[src/rtl/keygen_prime_scheduler_pkg.sv]
// keygen_prime_scheduler_pkg: shared state/target codes and width helpers for the key-generation scheduler
//   state_e  : scheduler FSM states
//   tgt_e    : target codes (p, q, kappa, none)
//   words()  : number of 16-bit RNG words needed to fill a w-bit candidate
//   tw_of()  : tester word width, the widest of the three targets
package keygen_prime_scheduler_pkg;

    typedef enum logic [3:0] {
        S_IDLE, S_FILL, S_FIX, S_TREQ, S_TWAIT, S_ACCEPT, S_STEP, S_DONE, S_FAIL
    } state_e;

    typedef enum logic [1:0] {TGT_P, TGT_Q, TGT_K, TGT_NONE} tgt_e;

    localparam int WORD_W = 16;

    function automatic int words(input int w);
        return w / WORD_W;
    endfunction

    function automatic int tw_of(input int a, input int b, input int c);
        return (a > b) ? ((a > c) ? a : c) : ((b > c) ? b : c);
    endfunction

endpackage

[src/rtl/keygen_prime_scheduler_if.sv]
// keygen_prime_scheduler_if: RNG stream and Miller-Rabin tester handshake bundle
//   rng_word/rng_valid/rng_ready : 16-bit random word stream into the scheduler
//   mr_start/mr_candidate        : test launch pulse and TW-bit candidate out of the scheduler
//   mr_done/mr_prime             : tester verdict pulse and result back into the scheduler
//   master = scheduler side, slave = RNG/tester side
interface keygen_prime_scheduler_if #(
    parameter int TW = 272
);
    logic [15:0]   rng_word;
    logic          rng_valid;
    logic          rng_ready;
    logic          mr_start;
    logic [TW-1:0] mr_candidate;
    logic          mr_done;
    logic          mr_prime;

    modport master (
        input  rng_word, rng_valid, mr_done, mr_prime,
        output rng_ready, mr_start, mr_candidate
    );

    modport slave (
        output rng_word, rng_valid, mr_done, mr_prime,
        input  rng_ready, mr_start, mr_candidate
    );
endinterface

[src/rtl/keygen_prime_scheduler_candidate_reg.sv]
// keygen_prime_scheduler_candidate_reg: TW-bit prime candidate register
//   clk, reset : clock, asynchronous active-high reset
//   load/idx/data : write 16-bit word idx; word 0 also clears the rest so the
//                   candidate stays zero-extended above the target width
//   fix        : set the top bit of the selected width and bit 0
//   inc        : add 2 modulo 2^W (W chosen by sel)
//   sel        : current target, selects W
//   q          : candidate value
//   wrap       : the +2 result has bit W-1 clear (carry out or top bit lost)
module keygen_prime_scheduler_candidate_reg
    import keygen_prime_scheduler_pkg::*;
#(
    parameter int LAMBDA = 272,
    parameter int ETA    = 240,
    parameter int NU     = 16,
    parameter int TW     = 272,
    parameter int IW     = 5
) (
    input  logic          clk,
    input  logic          reset,
    input  logic          load,
    input  logic [IW-1:0] idx,
    input  logic [15:0]   data,
    input  logic          fix,
    input  logic          inc,
    input  tgt_e          sel,
    output logic [TW-1:0] q,
    output logic          wrap
);
    localparam int MW = (TW > 1) ? $clog2(TW) : 1;
    localparam logic [MW-1:0] MSB_P = MW'(LAMBDA - 1);
    localparam logic [MW-1:0] MSB_Q = MW'(ETA - 1);
    localparam logic [MW-1:0] MSB_K = MW'(NU - 1);

    logic [MW-1:0] msb;
    logic [TW-1:0] mask, sum;

    always_comb begin
        msb  = sel == TGT_P ? MSB_P : sel == TGT_Q ? MSB_Q : MSB_K;
        // 2 << msb overflows to 0 when W == TW, giving an all-ones mask
        mask = (TW'(2) << msb) - TW'(1);
        sum  = (q + TW'(2)) & mask;
        wrap = ~sum[msb];
    end

    always_ff @(posedge clk or posedge reset) begin
        if (reset)
            q <= '0;
        else if (load)
            q <= (idx == '0 ? '0 : q & ~(TW'(16'hFFFF) << {idx, 4'b0})) | (TW'(data) << {idx, 4'b0});
        else if (fix)
            q <= q | (TW'(1) << msb) | TW'(1);
        else if (inc)
            q <= sum;
    end
endmodule

[src/rtl/keygen_prime_scheduler.sv]
// keygen_prime_scheduler: fills p, q and kappa prime candidates from one RNG stream and time-shares one tester
//   clk, reset           : clock, asynchronous active-high reset
//   start                : 1-cycle pulse starting a run (ignored while busy)
//   bus (master)         : RNG word stream in, Miller-Rabin launch/verdict handshake
//   target               : 0 = p, 1 = q, 2 = kappa, 3 = none
//   busy / done / fail   : run in progress / all keys valid / a target ran out of tries
//   p_key, q_param, kappa_key : accepted primes, 0 until accepted
module keygen_prime_scheduler
    import keygen_prime_scheduler_pkg::*;
#(
    parameter int LAMBDA    = 272,
    parameter int ETA       = 240,
    parameter int NU        = 16,
    parameter int MAX_TRIES = 1024
) (
    input  logic              clk,
    input  logic              reset,
    input  logic              start,
    keygen_prime_scheduler_if.master bus,
    output logic [1:0]        target,
    output logic              busy,
    output logic              done,
    output logic              fail,
    output logic [LAMBDA-1:0] p_key,
    output logic [ETA-1:0]    q_param,
    output logic [NU-1:0]     kappa_key
);
    localparam int TW  = tw_of(LAMBDA, ETA, NU);
    localparam int IW  = $clog2(words(TW) + 1);
    localparam int TRW = $clog2(MAX_TRIES + 1);

    state_e         state;
    tgt_e           tgt;
    logic [IW-1:0]  widx, last;
    logic [TRW-1:0] tries;
    logic [TW-1:0]  cand;
    logic           wrap, load, fix, inc, exhausted, rng_ready_r, mr_start_r;

    always_comb begin
        last      = tgt == TGT_P ? IW'(words(LAMBDA) - 1) : tgt == TGT_Q ? IW'(words(ETA) - 1) : IW'(words(NU) - 1);
        load      = state == S_FILL && bus.rng_valid;
        fix       = state == S_FIX;
        inc       = state == S_STEP;
        exhausted = tries == TRW'(MAX_TRIES);
    end

    keygen_prime_scheduler_candidate_reg #(
        .LAMBDA(LAMBDA), .ETA(ETA), .NU(NU), .TW(TW), .IW(IW)
    ) u_cand (
        .clk  (clk),
        .reset(reset),
        .load (load),
        .idx  (widx),
        .data (bus.rng_word),
        .fix  (fix),
        .inc  (inc),
        .sel  (tgt),
        .q    (cand),
        .wrap (wrap)
    );

    assign bus.rng_ready    = rng_ready_r;
    assign bus.mr_start     = mr_start_r;
    assign bus.mr_candidate = cand;
    assign target           = tgt;

    always_ff @(posedge clk or posedge reset) begin
        if (reset) begin
            state       <= S_IDLE;
            tgt         <= TGT_NONE;
            widx        <= '0;
            tries       <= '0;
            busy        <= 1'b0;
            done        <= 1'b0;
            fail        <= 1'b0;
            rng_ready_r <= 1'b0;
            mr_start_r  <= 1'b0;
            p_key       <= '0;
            q_param     <= '0;
            kappa_key   <= '0;
        end else begin
            mr_start_r <= 1'b0;
            case (state)
                S_IDLE, S_DONE, S_FAIL: if (start) begin
                    state       <= S_FILL;
                    tgt         <= TGT_P;
                    widx        <= '0;
                    tries       <= '0;
                    busy        <= 1'b1;
                    done        <= 1'b0;
                    fail        <= 1'b0;
                    rng_ready_r <= 1'b1;
                    p_key       <= '0;
                    q_param     <= '0;
                    kappa_key   <= '0;
                end
                S_FILL: if (bus.rng_valid) begin
                    widx <= widx + IW'(1);
                    if (widx == last) begin
                        rng_ready_r <= 1'b0;
                        state       <= S_FIX;
                    end
                end
                S_FIX: begin
                    // mr_start is registered, so it rises as the FSM enters TREQ
                    mr_start_r <= 1'b1;
                    state      <= S_TREQ;
                end
                S_TREQ: begin
                    tries <= tries + TRW'(1);
                    state <= S_TWAIT;
                end
                S_TWAIT: if (bus.mr_done) state <= bus.mr_prime ? S_ACCEPT : S_STEP;
                S_ACCEPT: begin
                    if (tgt == TGT_P) p_key <= cand[LAMBDA-1:0];
                    if (tgt == TGT_Q) q_param <= cand[ETA-1:0];
                    if (tgt == TGT_K) kappa_key <= cand[NU-1:0];
                    tries <= '0;
                    widx  <= '0;
                    if (tgt == TGT_K) begin
                        state <= S_DONE;
                        tgt   <= TGT_NONE;
                        busy  <= 1'b0;
                        done  <= 1'b1;
                    end else begin
                        state       <= S_FILL;
                        tgt         <= tgt_e'(tgt + 2'd1);
                        rng_ready_r <= 1'b1;
                    end
                end
                S_STEP: begin
                    if (exhausted) begin
                        state <= S_FAIL;
                        tgt   <= TGT_NONE;
                        busy  <= 1'b0;
                        fail  <= 1'b1;
                    end else if (wrap) begin
                        // the odd walk left the top of the width: draw a fresh candidate, keep tries
                        state       <= S_FILL;
                        widx        <= '0;
                        rng_ready_r <= 1'b1;
                    end else begin
                        state      <= S_TREQ;
                        mr_start_r <= 1'b1;
                    end
                end
                default: state <= S_IDLE;
            endcase
        end
    end
endmodule

[src/flat_wrapper.sv]
// flat-port wrapper written by rule: the top's interface ports become plain ports
module keygen_prime_scheduler_flat import keygen_prime_scheduler_pkg::*;
#(
    parameter int LAMBDA    = 272,
    parameter int ETA       = 240,
    parameter int NU        = 16,
    parameter int MAX_TRIES = 1024
)
  (clk, reset, start, target, busy, done, fail, p_key, q_param, kappa_key, bus_rng_word, bus_rng_valid, bus_mr_done, bus_mr_prime, bus_rng_ready, bus_mr_start, bus_mr_candidate);
  keygen_prime_scheduler_if #(.TW((272))) bus_i ();
  input  logic clk;
  input  logic reset;
  input  logic start;
  output logic [1:0] target;
  output logic busy;
  output logic done;
  output logic fail;
  output logic [LAMBDA-1:0] p_key;
  output logic [ETA-1:0] q_param;
  output logic [NU-1:0] kappa_key;
  input wire logic [$bits(bus_i.rng_word)-1:0] bus_rng_word;
  input wire logic [$bits(bus_i.rng_valid)-1:0] bus_rng_valid;
  input wire logic [$bits(bus_i.mr_done)-1:0] bus_mr_done;
  input wire logic [$bits(bus_i.mr_prime)-1:0] bus_mr_prime;
  output wire logic [$bits(bus_i.rng_ready)-1:0] bus_rng_ready;
  output wire logic [$bits(bus_i.mr_start)-1:0] bus_mr_start;
  output wire logic [$bits(bus_i.mr_candidate)-1:0] bus_mr_candidate;
  assign bus_i.rng_word = bus_rng_word;
  assign bus_i.rng_valid = bus_rng_valid;
  assign bus_i.mr_done = bus_mr_done;
  assign bus_i.mr_prime = bus_mr_prime;
  assign bus_rng_ready = bus_i.rng_ready;
  assign bus_mr_start = bus_i.mr_start;
  assign bus_mr_candidate = bus_i.mr_candidate;
  keygen_prime_scheduler #(.LAMBDA(LAMBDA), .ETA(ETA), .NU(NU), .MAX_TRIES(MAX_TRIES)) u_core (.clk(clk), .reset(reset), .start(start), .bus(bus_i), .target(target), .busy(busy), .done(done), .fail(fail), .p_key(p_key), .q_param(q_param), .kappa_key(kappa_key));
endmodule
[config.mk]
export PLATFORM = sky130hd
export DESIGN_NAME = keygen_prime_scheduler_flat
export DESIGN_NICKNAME = d
export VERILOG_FILES = /design/src/rtl/keygen_prime_scheduler_pkg.sv /design/src/rtl/keygen_prime_scheduler_if.sv /design/src/rtl/keygen_prime_scheduler_candidate_reg.sv /design/src/rtl/keygen_prime_scheduler.sv /design/src/flat_wrapper.sv
export SDC_FILE = /design/constraint.sdc
export NUM_CORES = 2
export LEC_CHECK = 0
export BUFFER_PORTS_ARGS = -buffer_cell sky130_fd_sc_hd__buf_4
export CAP_MARGIN = 5
export CORE_MARGIN = 2
export CORE_UTILIZATION = 30
export CTS_BUF_LIST = sky130_fd_sc_hd__clkbuf_8 sky130_fd_sc_hd__clkbuf_16
export DETAILED_ROUTE_END_ITERATION = 6
export PLACE_DENSITY_LB_ADDON = 0.12
export SETUP_SLACK_MARGIN = 0.15
export SLEW_MARGIN = 25
export SYNTH_ARGS = -nofsm -noshare
export SYNTH_HDL_FRONTEND = slang
export SYNTH_SLANG_ARGS = --single-unit
[constraint.sdc]
create_clock -name clk -period 62.3 [get_ports clk]
set_input_delay 12.46 -clock clk [delete_from_list [all_inputs] [get_ports clk]]
set_output_delay 12.46 -clock clk [all_outputs]
set_load 0.1 [all_outputs]
==> impl_metrics.toml <==
[global_routing]
first_global_vias = 42563
grt-ovfl-total = 0
grt_pass1_wl_um = 325000
gr-usage-all-layers_pct = 30.3
grt_max_degree = 208
antenna_found_initial = 19

[run]
max_cap_violations = 0

[layout]
register_area_sq_mm = 0.0207
drive_gt1_share_pct = 20.0
multiInputGateArea_sq_mm = 0.0205
syn2layout_area_growth_pct = 27.8
fin_cells = 7881
fillers = 14639
nets = 5937
final_cell_mix = "nand2_1, buf_4, o21ai_0"
layout_commonest_cell = "nand2_1"

[yosys]
syn_nets = 5253
synthFlopType = "dfrtp_1"
synth_enable_flop_cells = 0
synth_top_area_cell = "dfrtp_1"
syn_avg_cell_area_sq_um = 8.18
syn_area_sq_mm = 0.0427
synth_cell_types = 80
yosysSeqAreaShare_pct = 48.5
ys_warn_count = 0
ys_ff_latch = 827
ys_top_cells_by_area = "dfrtp_1, nand2_1, o21ai_0"
synth_top_cell_area_share_pct = 48.4
netlist_instances = 5218
async_reset_ff_share_pct = 100

[drt]
dr.pass1.iters = 6
num_vias = 45175
finalWirelength_um = 228000
via_per_inst = 5.73
drt_first_iter_violations = 5173
drc = 0
ant_nets = 0
routedWlPerCell_um = 29.0

[timing]
hold_violations = 0
grt_setup_unrepaired = "false"
fmax_mhz = 62.8
finalSetupTns_ns = 0
min_period_ns = 15.94
skew_ns = 0.0356
worst_slew_pin_slew_ns = 1.21
relSlewSlack_pct = 19.0
slew_violations = 0
finalCritPeriodShare_pct = 25.6
setup_viol = 0

[cts]
cts_tree = "yes"
path_clk_slew_ns = 0.06
cts_hold_buf = 0
post_cts_resized = 0
cts_setup_buffers = 0
cts.sinks = 827
htreeDepth = 3
numCtsBuffers = 102
clock_latency_ns = 0.76
clock-root-buffer = "clkbuf_16"
clk_path_buf_depth = 3

[critical_path]
critPathArrivalTime_ns = 16.62
start_kind = "primary input"
crit_type = "primary input to register"
crit_fanout = 61
crit_path_end_kind = "register"
r2r_setup_slack_ns = 56.97
crit_required_ns = 62.98

[floorplan]
pin_count = 829
core_area_sq_mm = 0.141
die_w_um = 381
die-area_sq_mm = 0.145
core.rowCount = 138
fp.dieH_um = 381
start_util_pct = 30.2

[placed_design]
gp_congestion = 0.975
io_buffers = 828
dp.cells = 7686
place_hpwl_um = 165000

[hold_path]
min_path_type = "register to register"

[outcome]
status = "completed"

[pwr]
powerDensity_mw_per_mm2 = 37.3
leakage_uw = 0.0235
ir_worst_vdd_uv = 34.1
==> where the power goes <==
group	internal [uW]	switching [uW]	total [uW]
registers	570	50.4	620
clock network	348	261	609
logic	136	669	805
total	1050	981	2030
==> layer usage <==
layer  GRT usage [%]  wire length (um)  vias up
li1                -                 -    20030
met1            39.5             92700    22222
met2            46.1            101000     2382
met3            9.13             23300      517
met4            14.0             11200       24
met5           0.165               171        -
==> flip-flops by register name, indices dropped and copies added, names as in the netlist, named ones only <==
name                  flops
u_core.done               1
u_core.widx               5
u_core.u_cand.q         266
u_core.fail               1
u_core.bus.mr_start       1
u_core.busy               1
u_core.target             2
u_core.state              4
u_core.kappa_key         16
u_core.p_key            272
u_core.q_param          240
u_core.bus.rng_ready      1
u_core.tries             11
==> Yosys cell counts, types with 8 or more instances <==
cell / number
nand4_1: 138
clkbuf_1: 359
o22ai_1: 40
buf_2: 9
o32ai_1: 12
buf_1: 10
a221o_1: 29
or3_1: 20
dfrtp_1: 825
o211ai_1: 17
a21o_1: 15
a22oi_1: 53
nand3_1: 181
inv_1: 68
nor2b_1: 23
nand2_1: 1182
xor2_1: 9
mux2i_1: 15
o32a_1: 10
o31ai_1: 12
a211o_1: 15
a22o_1: 42
and2_1: 33
a2bb2oi_1: 8
a31oi_1: 64
nor3b_1: 19
ha_1: 13
nand2b_1: 12
o211a_1: 8
o31a_1: 9
nor2_1: 409
or4_1: 22
and4_1: 54
nor3_1: 133
nor4_1: 94
o21ai_0: 847
and3_1: 71
o2bb2ai_1: 17
a32oi_1: 36
a21oi_1: 176
==> critical path: stages <==
cell,delay (ns)
buf_4,0.11
nand4bb_1,0.23
nand2b_4,0.81
nand2_1,0.76
nor2_4,0.26
buf_4,0.46
buf_4,0.68
nand2_1,0.24
o31ai_1,0.27
a22o_1,0.17
==> kinds of logic after synthesis <==
kind of cell	after synthesis	synth area share, %
xor+xnor	15	0.308
mux	16	0.378
compound gates	1461	20.2
simple gates	2436	26.2
flops	827	48.5
fa+ha+maj	13	0.381
buf+inv	450	4.02
==> area by class of cell <==
| cell class | count | area share [%] |
|---|---|---|
| antenna | 5 | 0.0229 |
| timing repair buffer | 960 | 13.4 |
| inverter | 70 | 0.495 |
| clock buffer | 123 | 5.21 |
| multi-input combinational | 3941 | 37.6 |
| sequential | 827 | 37.9 |
| tap | 1890 | 4.33 |
| clock inverter | 65 | 0.993 |
==> stage by stage <==
step                total power [uW]  util [%]  area, sq um  hold WS, ns  setup slack, ns
floorplan                       1150         -        42700        0.491            26.61
global placement                1410      36.1        51100        0.463            45.42
detailed placement              1420      36.1        51100        0.471            45.41
CTS                             2030      38.5        54500        0.484            46.22
global route                    2110      38.6        54500        0.496            46.17
finish                          2030      38.6        54600        0.477            46.36
==> final timing paths <==
check                               startpoint                   end  cells after the start
setup / recovery                 bus_rng_valid   u_core.u_cand.q[39]                     10
hold / removal             u_core.q_param[167]   u_core.q_param[167]                      2
setup reg to reg            u_core.u_cand.q[1]  u_core.u_cand.q[161]                     10
hold reg to reg            u_core.q_param[167]   u_core.q_param[167]                      2
max in group asynchronous                reset     u_core.p_key[240]                      6
min in group asynchronous                reset   u_core.q_param[126]                      2
(Power assumes the default switching activity.)
